[src/rtl/io_input_conditioner.sv]
// Board input conditioner: 2-flop sync and per-bit debounce for 16 switches and
// 5 buttons, plus a sticky button-press event register cleared by an IO read.

module io_debounce_bit #(
  parameter int DEBOUNCE_CYCLES = 1000000,
  parameter int CNT_WIDTH       = 20
)(
  input  logic clk,
  input  logic rst,
  input  logic i_sync,
  input  logic i_stable,
  output logic o_stable_nxt
);
  localparam logic [CNT_WIDTH-1:0] LAST = CNT_WIDTH'(DEBOUNCE_CYCLES - 1);

  logic [CNT_WIDTH-1:0] r_cnt;
  logic                 w_diff;
  logic                 w_done;

  assign w_diff       = (i_sync != i_stable);
  assign w_done       = w_diff && (r_cnt == LAST);
  assign o_stable_nxt = w_done ? i_sync : i_stable;

  // Any sample matching the stable level restarts the count.
  always_ff @(posedge clk) begin
    if (rst)                  r_cnt <= '0;
    else if (!w_diff || w_done) r_cnt <= '0;
    else                      r_cnt <= r_cnt + 1'b1;
  end
endmodule

module io_input_conditioner #(
  parameter int          DEBOUNCE_CYCLES = 1000000,
  parameter int          CNT_WIDTH       = 20,
  parameter logic [31:0] EVT_ADDR        = 32'h3
)(
  input  logic        clk,
  input  logic        rst,
  input  logic [15:0] sw_raw,
  input  logic [4:0]  btn_raw,
  input  logic [31:0] io_address,
  input  logic        io_read_en,
  output logic [15:0] sw_stable,
  output logic [4:0]  btn_stable,
  output logic [4:0]  btn_event
);
  localparam int NB = 21;

  logic [NB-1:0] r_s1, r_s2, r_stable;
  logic [NB-1:0] w_stable_nxt;
  logic [4:0]    r_evt;
  logic [4:0]    w_rise;
  logic          w_clr;

  always_ff @(posedge clk) begin
    if (rst) begin
      r_s1 <= '0;
      r_s2 <= '0;
    end else begin
      r_s1 <= {btn_raw, sw_raw};
      r_s2 <= r_s1;
    end
  end

  for (genvar g = 0; g < NB; g++) begin : g_db
    io_debounce_bit #(
      .DEBOUNCE_CYCLES (DEBOUNCE_CYCLES),
      .CNT_WIDTH       (CNT_WIDTH)
    ) u_db (
      .clk          (clk),
      .rst          (rst),
      .i_sync       (r_s2[g]),
      .i_stable     (r_stable[g]),
      .o_stable_nxt (w_stable_nxt[g])
    );
  end

  assign w_rise = w_stable_nxt[NB-1:16] & ~r_stable[NB-1:16];
  assign w_clr  = io_read_en && (io_address == EVT_ADDR);

  // A press landing on the clearing edge survives: set wins over clear.
  always_ff @(posedge clk) begin
    if (rst) begin
      r_stable <= '0;
      r_evt    <= '0;
    end else begin
      r_stable <= w_stable_nxt;
      r_evt    <= (w_clr ? 5'b0 : r_evt) | w_rise;
    end
  end

  assign sw_stable  = r_stable[15:0];
  assign btn_stable = r_stable[NB-1:16];
  assign btn_event  = r_evt;
endmodule

[config.mk]
export PLATFORM = sky130hd
export DESIGN_NAME = io_input_conditioner
export DESIGN_NICKNAME = d
export VERILOG_FILES = /design/src/rtl/io_input_conditioner.sv
export SDC_FILE = /design/constraint.sdc
export NUM_CORES = 1
export LEC_CHECK = 0
export BUFFER_PORTS_ARGS = -buffer_cell sky130_fd_sc_hd__buf_2
export CAP_MARGIN = 20
export CORE_MARGIN = 1.5
export CORE_UTILIZATION = 40
export CTS_BUF_LIST = sky130_fd_sc_hd__clkbuf_4 sky130_fd_sc_hd__clkbuf_8
export CTS_CLUSTER_DIAMETER = 120
export DETAILED_ROUTE_END_ITERATION = 16
export PLACE_DENSITY_LB_ADDON = 0.15
export SETUP_SLACK_MARGIN = 0.5
export SLEW_MARGIN = 40
export SYNTH_ARGS = -nofsm -noshare
export SYNTH_HDL_FRONTEND = slang
export SYNTH_HIERARCHICAL = 1
export SYNTH_SLANG_ARGS = --single-unit
[constraint.sdc]
create_clock -name clk -period 1.8 [get_ports clk]
set_input_delay 0.18 -clock clk [delete_from_list [all_inputs] [get_ports clk]]
set_output_delay 0.18 -clock clk [all_outputs]
set_load 0.01 [all_outputs]
After elaboration in Yosys (flattened, before gate mapping)
Index checks and enable logic that the tools add are counted.

storage, ports and cells
  register bits after elaboration = 488
  input port bits = 56
  logic and storage cells = 199

cells by class
  add/subtract/negate cells = 21
  eq/ne operators = 43
  multiplexer cells = 6
  bitwise logic cells = 3
  reduce and logical (&&, ||, !) cells = 85

operators with widths
  cell                   count
  $add 20x1->20 const B  21
  $eq 20x20->1 const B   21
  $reduce_or 2->1        21
  $eq 32x2->1 const B    1
  $logic_and 1x1->1      22
  $logic_not 1->1        21
  $logic_or 1x1->1       21
  $ne 1x1->1             21
  $and 5x5->5            1
  $mux 1                 5
  $mux 5                 1
  $not 5->5              1
  $or 5x5->5             1

Depth between registers and ports, before layout
Gate-level depths: netlist of run 1.

  depth in word-level cells = 5
  depth in mapped cells = 8
  mapped depth without buffers = 8

By module
Netlist of run 1, hierarchy kept.

by module, submodules not included
  module                instances  cells each  area an instance (um^2)
  io_debounce_bit       21         104         934.6
  io_input_conditioner  1          169         2,005.7

Least setup slack after synthesis of run 1
OpenSTA, ideal clock, no wires.

  path kind = flip-flop to flip-flop
  from = register g_db[16].u_db.r_cnt[0]
  to = register r_evt[0] (netlist: btn_event[0])
  arrival time = 1,797 ps
  path slack = -136 ps
  stages on the path, launching flop included = 9
  clock period less this slack = 1,936 ps
  cell sequence = dfxtp_1 -> ha_1 -> nand3_1 -> or2_2 -> nor2_1 -> mux2_2 -> nand2b_1 -> a21o_1 -> a41oi_1

between the ends
  cells in the longest elaborated chain, start to end = 5

RTL lines
  element                     line  source
  start, declared             16    logic [CNT_WIDTH-1:0] r_cnt;
  start signal, assigned      28    else r_cnt <= r_cnt + 1'b1;
  $eq 20x20->1                21    assign w_done = w_diff && (r_cnt == LAST);
  $logic_and 1x1->1           21
  $mux 1                      22    assign o_stable_nxt = w_done ? i_sync : i_stable;
  named net w_stable_nxt[16]  50    logic [NB-1:0] w_stable_nxt;
  $and 5x5->5                 78    assign w_rise = w_stable_nxt[NB-1:16] & ~r_stable[NB-1:16];
  $or 5x5->5                  88    r_evt <= (w_clr ? 5'b0 : r_evt) | w_rise;
  end signal, assigned        88
  end, declared               51    logic [4:0] r_evt;

The timed path passes the listed nets, and every way through them passes these cells.
A chain may end at the register's enable or synchronous reset.

Worst setup path after layout of run 1
  from = register g_db[19].u_db.r_cnt[12]
  to = register g_db[19].u_db.r_cnt[15]

between the ends
  cells in the longest elaborated chain, start to end = 4
  elaborated cells on any way between the ends = 5
  those cells by class = 1 x add/sub; 1 x eq/ne; 3 x reduce/logical

RTL lines
  element                                                                line
  start, declared                                                        16
  start signal, assigned                                                 28
  parallel branches: the longest is 4 deep, another holds $add 20x1->20  --

Parallel ways; which one is timed is not known.

==> run_results.csv, run 1 <==
group,metric,value,unit
finish,diodes,0,
logic_synthesis,yosys_warnings,6,
place,dp_hpwl,30500,um
route,ant_nets,0,
clock_network,htreeDepth,3,
timing,max_slew_margin,74.1,%
global_routing,overflow,0,
route,drc,0,
clock_network,root_buffer,"clkbuf_8",
timing,fmax,0.578,GHz
die,design.die.area,55500,um^2
critical_path,cp-start-kind,"flop",
logic_synthesis,synth_common_cells,"dfxtp_1 (488), nor2_1 (441), xnor2_1 (294), inv_1 (131), nand3_1 (126)",
route,drt-initial-drc-count,547,
finish,area_growth,48.8,%
die,ioPinCount,82,
timing,rsz0062_at_grt,"yes",
place,port_buffers,81,
logic_synthesis,ys.flop_type,"dfxtp_1",
clock_network,clk_pin_slew,0.06,ns
timing,setup_ws,0.0705,ns
finish,final_util,60.1,%
die,core_area,53600,um^2
timing,worstMarginPinSlew,0.385,ns
clock_network,cts_made_buffers,86,
critical_path,endpoint,"g_db[19].u_db/r_cnt[15]$_SDFF_PP0_",
timing,worst_clock_skew,0.0186,ns
timing,finalCritPeriodShare,96.1,%
critical_path,end_kind,"flop",
route,firstDrtPassIters,5,
logic_synthesis,yosys.area.top_type,"dfxtp_1",
critical_path,r2r_setup_slack,0.07,ns
route,wirelength,50800,um
logic_synthesis,yosysSeqAreaShare,45.2,%
timing,slew_violations,0,
clock_network,cts_tree,"done",
logic_synthesis,synthMostInstantiatedCell,"dfxtp_1",
timing,finalHoldViolations,0,
power_and_ir_drop,ir_drop,0.556,mV
logic_synthesis,ys_ff_latch,488,
critical_path,crit_fanout,3,
critical_path,worstPathRequired,2.32,ns
power_and_ir_drop,p_leak,0.0104,uW
critical_path,r2r_cells,7,
logic_synthesis,synth_edf_count,0,
critical_path,critical_path_class,"flop to flop",
global_routing,grt_pass1_vias,18700,
worst_hold_path,min_path_type,"input port to flop",
place,post-place-ws,-0.0507,ns
critical_path,r2r_end,"g_db[19].u_db/r_cnt[15]$_SDFF_PP0_",
die,start_util,40.4,%
critical_path,reg2reg_from,"g_db[19].u_db/r_cnt[12]$_SDFF_PP0_",
critical_path,critPathLaunch,"g_db[19].u_db/r_cnt[12]$_SDFF_PP0_",
die,fp-row-count,85,
clock_network,cts_sinks,488,
die,dieHeight,236,um
finish,finalNetCount,3064,
global_routing,track_usage,17.6,%
logic_synthesis,synth_area,21600,um^2
logic_synthesis,syn_area_per_cell,9.19,um^2
die,die_x,236,um
critical_path,worstPathArrival,2.25,ns
run,maxCapViolCount,0,
logic_synthesis,async_reset_ff_share,0,%
logic_synthesis,synthCells,2353,
clock_network,clock_path_buffers,3,
finish,fin_cells,3741,
place,placed_cells,3255,
worst_hold_path,hold_path_depth,4,
global_routing,antenna_found_initial,0,
logic_synthesis,yosysTopAreaCellShare,45.2,%
clock_network,worstSkewPairLatency,0.64,ns
route,via_count,18600,
global_routing,grt_pass1_wl,84600,um
logic_synthesis,ys_types,35,
route,wire_per_inst,13.6,um
route,vias_per_cell,4.98,
global_routing,grt_max_degree,49,
timing,holdWs,0.142,ns
run_status,status,"finished, final reports clean",
power_and_ir_drop,p_per_area,672,nW/um^2
timing,period_minus_slack,1.73,ns
logic_synthesis,yosys-top-cells-area,"dfxtp_1 (45%), xnor2_1 (12%), nor2_1 (7.7%)",
timing,final-setup-viol-count,0,
finish,drive_above_1_share,47.2,%
place,place_congestion,0.778,
logic_synthesis,syn_nets,2430,
==> registers in the layout (all words and copies together), names as in the netlist <==
register         cells
g_db.u_db/r_cnt    420
r_stable            21
btn_event            5
r_s2                21
r_s1                21
==> layout by cell type, fill, tap and decap left out, drive strengths merged <==
cell,synthesis,routed
nor3,65,65
and3,1,1
nor4b,64,64
dfxtp,488,488
clkbuf,6,143
or4,43,43
nor2b,63,63
mux2i,21,21
o21ai,21,21
xnor2,294,294
nor3b,21,21
or2,42,42
nand2b,5,5
bufinv,0,1
dlygate4sd3,0,33
a41oi,5,5
nor2,441,441
or3,21,21
inv,131,131
nand3,126,126
o31ai,42,42
nand4b,21,21
and4,1,1
ha,21,21
nor4bb,1,1
buf,22,537
nand2,63,63
a21o,5,5
a21oi,63,63
mux2,21,21
clkinv,0,6
nor4,109,109
nand4,84,84
xor2,42,42
==> metal layers <==
metal	track usage (%)	part of all wire, %	wire length, um
met1	21.4	45	22800
met2	31.1	50	25600
met3	3.34	2.8	1430
met4	5.69	2.1	1080
met5	0	0	0
==> critical path: stages, from the launching register on <==
cell	delay (ns)
dfxtp_2	0.36
buf_6	0.10
nand4_1	0.17
buf_4	0.19
buf_4	0.12
nor4_1	0.37
xnor2_1	0.23
nor2_4	0.07
==> where the power goes <==
| group | total [uW] | internal, uW | switching (uW) |
|---|---|---|---|
| registers | 10700 | 10600 | 39.1 |
| logic | 484 | 248 | 236 |
| clock network | 10500 | 6100 | 4380 |
| total | 21600 | 17000 | 4660 |
==> how the worst min path moves through the flow <==
stage,from,to,slack [ns]
3_3_place_gp,sw_raw[8],r_s1[8]$_SDFF_PP0_,0.39
4_1_cts,io_address[28],btn_event[2]$_SDFF_PP0_,0.06
2_1_floorplan,rst,g_db[0].u_db/r_cnt[4]$_SDFF_PP0_,0.25
6_report,io_address[28],btn_event[2]$_SDFF_PP0_,0.14
3_5_place_dp,sw_raw[14],r_s1[14]$_SDFF_PP0_,0.39
5_1_grt,io_address[28],btn_event[4]$_SDFF_PP0_,0.12
==> logic make-up (layout without fill, tap and decap cells) <==
family | after synthesis | in the layout | synth area share, %
AOI/OAI and AO/OA | 136 | 136 | 4.14
xor gates and xnor gates | 336 | 336 | 13.6
adders and majority gates | 21 | 21 | 1.21
buffers and inverters | 159 | 851 | 2.89
DFF | 488 | 488 | 45.2
muxes | 42 | 42 | 2.06
and+or+nand+nor | 1171 | 1171 | 30.9
==> cell type report <==
class | instances | area [um^2]
well taps | 696 | 871
clock inverters | 7 | 60.1
fillers | 4539 | 21400
flip-flops and latches | 488 | 10500
multi-input cells | 1706 | 13900
clock buffers | 139 | 1710
inverters | 131 | 492
repair buffers | 574 | 4680
==> metrics by stage <==
| stage | total power (uW) | area, um^2 | setup TNS [ns] |
|---|---|---|---|
| final | 21600 | 32200 | 0 |
| after global routing | 22600 | 32200 | 0 |
| after CTS | 22100 | 30400 | 0 |
| after detailed placement | 11500 | 25300 | -0.0942 |
| after global placement | 11500 | 25300 | -0.0198 |
| after floorplan | 11300 | 23100 | 0 |
==> timing repair <==
item                                    CTS  global route
hold endpoints to repair                 57             0
hold buffers                             33             0
pin swaps                               216           156
setup buffers                           238            51
gates resized for setup                 376           356
gates cloned                              3            15
endpoints found under the setup margin  451           451
(Power assumes the default switching activity.)
==> run 2: changes to the inputs <==
Settings changed: ABC_AREA set to 1.
==> run 2 against run 1 <==
Cell count increased by 36%. Largest cell class unchanged. Critical path depth increased by 5. First-iteration DRC count up 36%. Sequential share of layout area fell by 5.2 points.
==> run_results.csv, run 2 <==
group,metric,value,unit
finish,regMostFlops,"g_db.u_db/r_cnt",
critical_path,r2r_end,"btn_event[1]$_SDFF_PP0_",
die,dieHeight,255,um
route,ant_nets,0,
die,fp-row-count,92,
logic_synthesis,ys_types,26,
timing,final-setup-viol-count,0,
finish,area_growth,43.4,%
power_and_ir_drop,power.total,23100,uW
critical_path,crit_fanout,4,
timing,max_slew_margin,63.0,%
clock_network,root_buffer,"clkbuf_8",
finish,largest_reg_flops,420,
clock_network,worstSkewPairLatency,0.67,ns
logic_synthesis,synthMostInstantiatedCell,"nand2_1",
logic_synthesis,yosysTopAreaCellShare,38.5,%
worst_hold_path,hold_path_end,"btn_event[3]$_SDFF_PP0_",
logic_synthesis,syn_nets,3735,
clock_network,clock_path_buffers,3,
run,maxCapViolCount,0,
place,place_congestion,0.828,
place,dp_hpwl,35600,um
timing,worst_clock_skew,0.0156,ns
critical_path,worstPathArrival,2.00,ns
critical_path,r2r_setup_slack,0.36,ns
die,ioPinCount,82,
logic_synthesis,ys.flop_type,"dfxtp_1",
power_and_ir_drop,p_per_area,635,nW/um^2
finish,final_cell_mix,"nand2_1 (776), nor2_1 (540), inv_1 (342)",
clock_network,cts_made_buffers,91,
clock_network,cts_sinks,488,
logic_synthesis,synth_area,25400,um^2
global_routing,track_usage,17.9,%
timing,fmax,0.694,GHz
timing,worstMarginPinSlew,0.554,ns
critical_path,critical_path_class,"flop to flop",
finish,fill_cells,5774,
route,via_count,23500,
run_status,status,"finished, final reports clean",
finish,final_common_cell,"nand2_1",
critical_path,reg2reg_from,"g_db[17].u_db/r_cnt[0]$_SDFF_PP0_",
global_routing,grt_pass1_wl,99000,um
timing,period_minus_slack,1.44,ns
global_routing,antenna_found_initial,1,
timing,setup_tns,0,ns
finish,drive_above_1_share,38.5,%
timing,holdWs,0.0859,ns
global_routing,grt_pass1_vias,21700,
place,post-place-ws,0.363,ns
place,placed_cells,4562,
clock_network,htreeDepth,3,
critical_path,end_kind,"flop",
timing,setup_ws,0.359,ns
critical_path,worstPathRequired,2.36,ns
timing,finalHoldViolations,0,
clock_network,clk_pin_slew,0.06,ns
place,port_buffers,81,
route,drc,0,
critical_path,cp-start-kind,"flop",
die,core_area,63000,um^2
die,die_x,255,um
logic_synthesis,synth_edf_count,0,
logic_synthesis,yosys-top-cells-area,"dfxtp_1 (38%), nand2_1 (12%), nor2_1 (11%)",
die,design.die.area,65000,um^2
logic_synthesis,yosys_warnings,6,
worst_hold_path,min_path_type,"input port to flop",
logic_synthesis,async_reset_ff_share,0,%
logic_synthesis,syn_area_per_cell,6.94,um^2
power_and_ir_drop,p_leak,0.0121,uW
route,wirelength,61500,um
global_routing,overflow,0,
logic_synthesis,synthCells,3658,
route,drt-initial-drc-count,742,
logic_synthesis,yosys.area.top_type,"dfxtp_1",
critical_path,r2r_cells,12,
worst_hold_path,hold_path_depth,5,
finish,finalNetCount,4231,
logic_synthesis,ys_ff_latch,488,
timing,finalCritPeriodShare,80.1,%
timing,rsz0062_at_grt,"yes",
clock_network,cts_tree,"done",
route,firstDrtPassIters,7,
route,wire_per_inst,12.1,um
global_routing,grt_max_degree,28,
die,start_util,40.3,%
logic_synthesis,synth_common_cells,"nand2_1 (822), nor2_1 (770), dfxtp_1 (488), inv_1 (342)",
finish,fin_cells,5073,
logic_synthesis,yosysSeqAreaShare,38.5,%
power_and_ir_drop,ir_drop,0.465,mV
route,vias_per_cell,4.63,
worst_hold_path,hp-start,"io_read_en",
timing,slew_violations,0,
-- run 2: cell types whose count changed after synthesis, moves of 88 or more --
cell	delta
nand2_1	+759
xnor2_1	-189
a21oi_1	+147
nor2_2	+109
inv_1	+211
nor2_1	+329
nor4_1	-88
-- run 2: where the power goes --
group          switching, uW  internal (uW)  total [uW]  leakage (uW)
registers               41.7          10800       10900       0.00403
clock network           4800           6680       11500       0.00106
logic                    401            364         765       0.00700
total                   5240          17900       23100        0.0121
-- run 2: what timing repair did --
item / CTS / global route
pin swaps: 104 / 288
resized for setup: 327 / 734
cloned: 49 / 12
endpoints found under the setup margin: 449 / 472
hold buffers: 59 / 0
hold endpoints to repair: 38 / 0
setup buffers: 120 / 105
-- run 2: critical path: stages, from the launching register on --
cell	delay [ns]
dfxtp_2	0.35
ha_4	0.15
nand2_4	0.07
inv_4	0.06
nand2_4	0.06
nor2_4	0.13
nand3_4	0.13
nor2_4	0.13
a21oi_2	0.03
inv_1	0.06
nor2_2	0.04
nand2_1	0.08
nand2_1	0.05
-- run 2: area by class of cell --
type | count | area, um^2 | share of cell area [%]
flip-flops and latches | 488 | 10000 | 27.5
well taps | 846 | 1060 | 2.91
inverters | 447 | 1730 | 4.75
repair buffers | 370 | 3500 | 9.61
clock inverters | 22 | 175 | 0.481
multi-input cells | 2756 | 18100 | 49.8
diodes | 1 | 2.50 | 0.00687
clock buffers | 143 | 1810 | 4.97
-- run 2: metal layers --
metal / GRT usage, % / share of wire (%) / vias up / wire [um]
met2: 30.3 / 48 / 291 / 29700
met4: 5.11 / 1.9 / 0 / 1150
met1: 22.8 / 46 / 10700 / 28400
li1: - / - / 12400 / -
met5: 0 / 0 / - / 0
met3: 3.67 / 3.7 / 95 / 2260
-- run 2: kinds of logic after synthesis --
kind of cell / count (synthesis) / synth area share (%)
flip-flops: 488 / 38.5
adder cells (fa/ha/maj): 21 / 1.03
AO/OA/AOI/OAI: 257 / 5.32
buffers and inverters: 475 / 7.70
AND/OR/NAND/NOR: 2270 / 42.4
XOR/XNOR: 147 / 5.07
-- run 2: per-stage QoR --
step	util [%]	cell area, um^2
2_1_floorplan	-	25600
3_3_place_gp	42.7	26900
3_5_place_dp	42.7	26900
4_1_cts	51.8	32600
5_1_grt	57.8	36400
6_report	57.8	36400
-- run 2: worst max path at each step --
stage	startpoint	cells past startpoint	end
floorplan	g_db[18].u_db/r_cnt[1]$_SDFF_PP0_	12	btn_event[2]$_SDFF_PP0_
finish	g_db[17].u_db/r_cnt[0]$_SDFF_PP0_	12	btn_event[1]$_SDFF_PP0_
detailed placement	g_db[16].u_db/r_cnt[1]$_SDFF_PP0_	12	btn_event[0]$_SDFF_PP0_
global route	g_db[18].u_db/r_cnt[0]$_SDFF_PP0_	11	btn_event[2]$_SDFF_PP0_
global placement	g_db[16].u_db/r_cnt[0]$_SDFF_PP0_	12	btn_event[0]$_SDFF_PP0_
CTS	g_db[12].u_db/r_cnt[1]$_SDFF_PP0_	10	r_stable[12]$_SDFF_PP0_
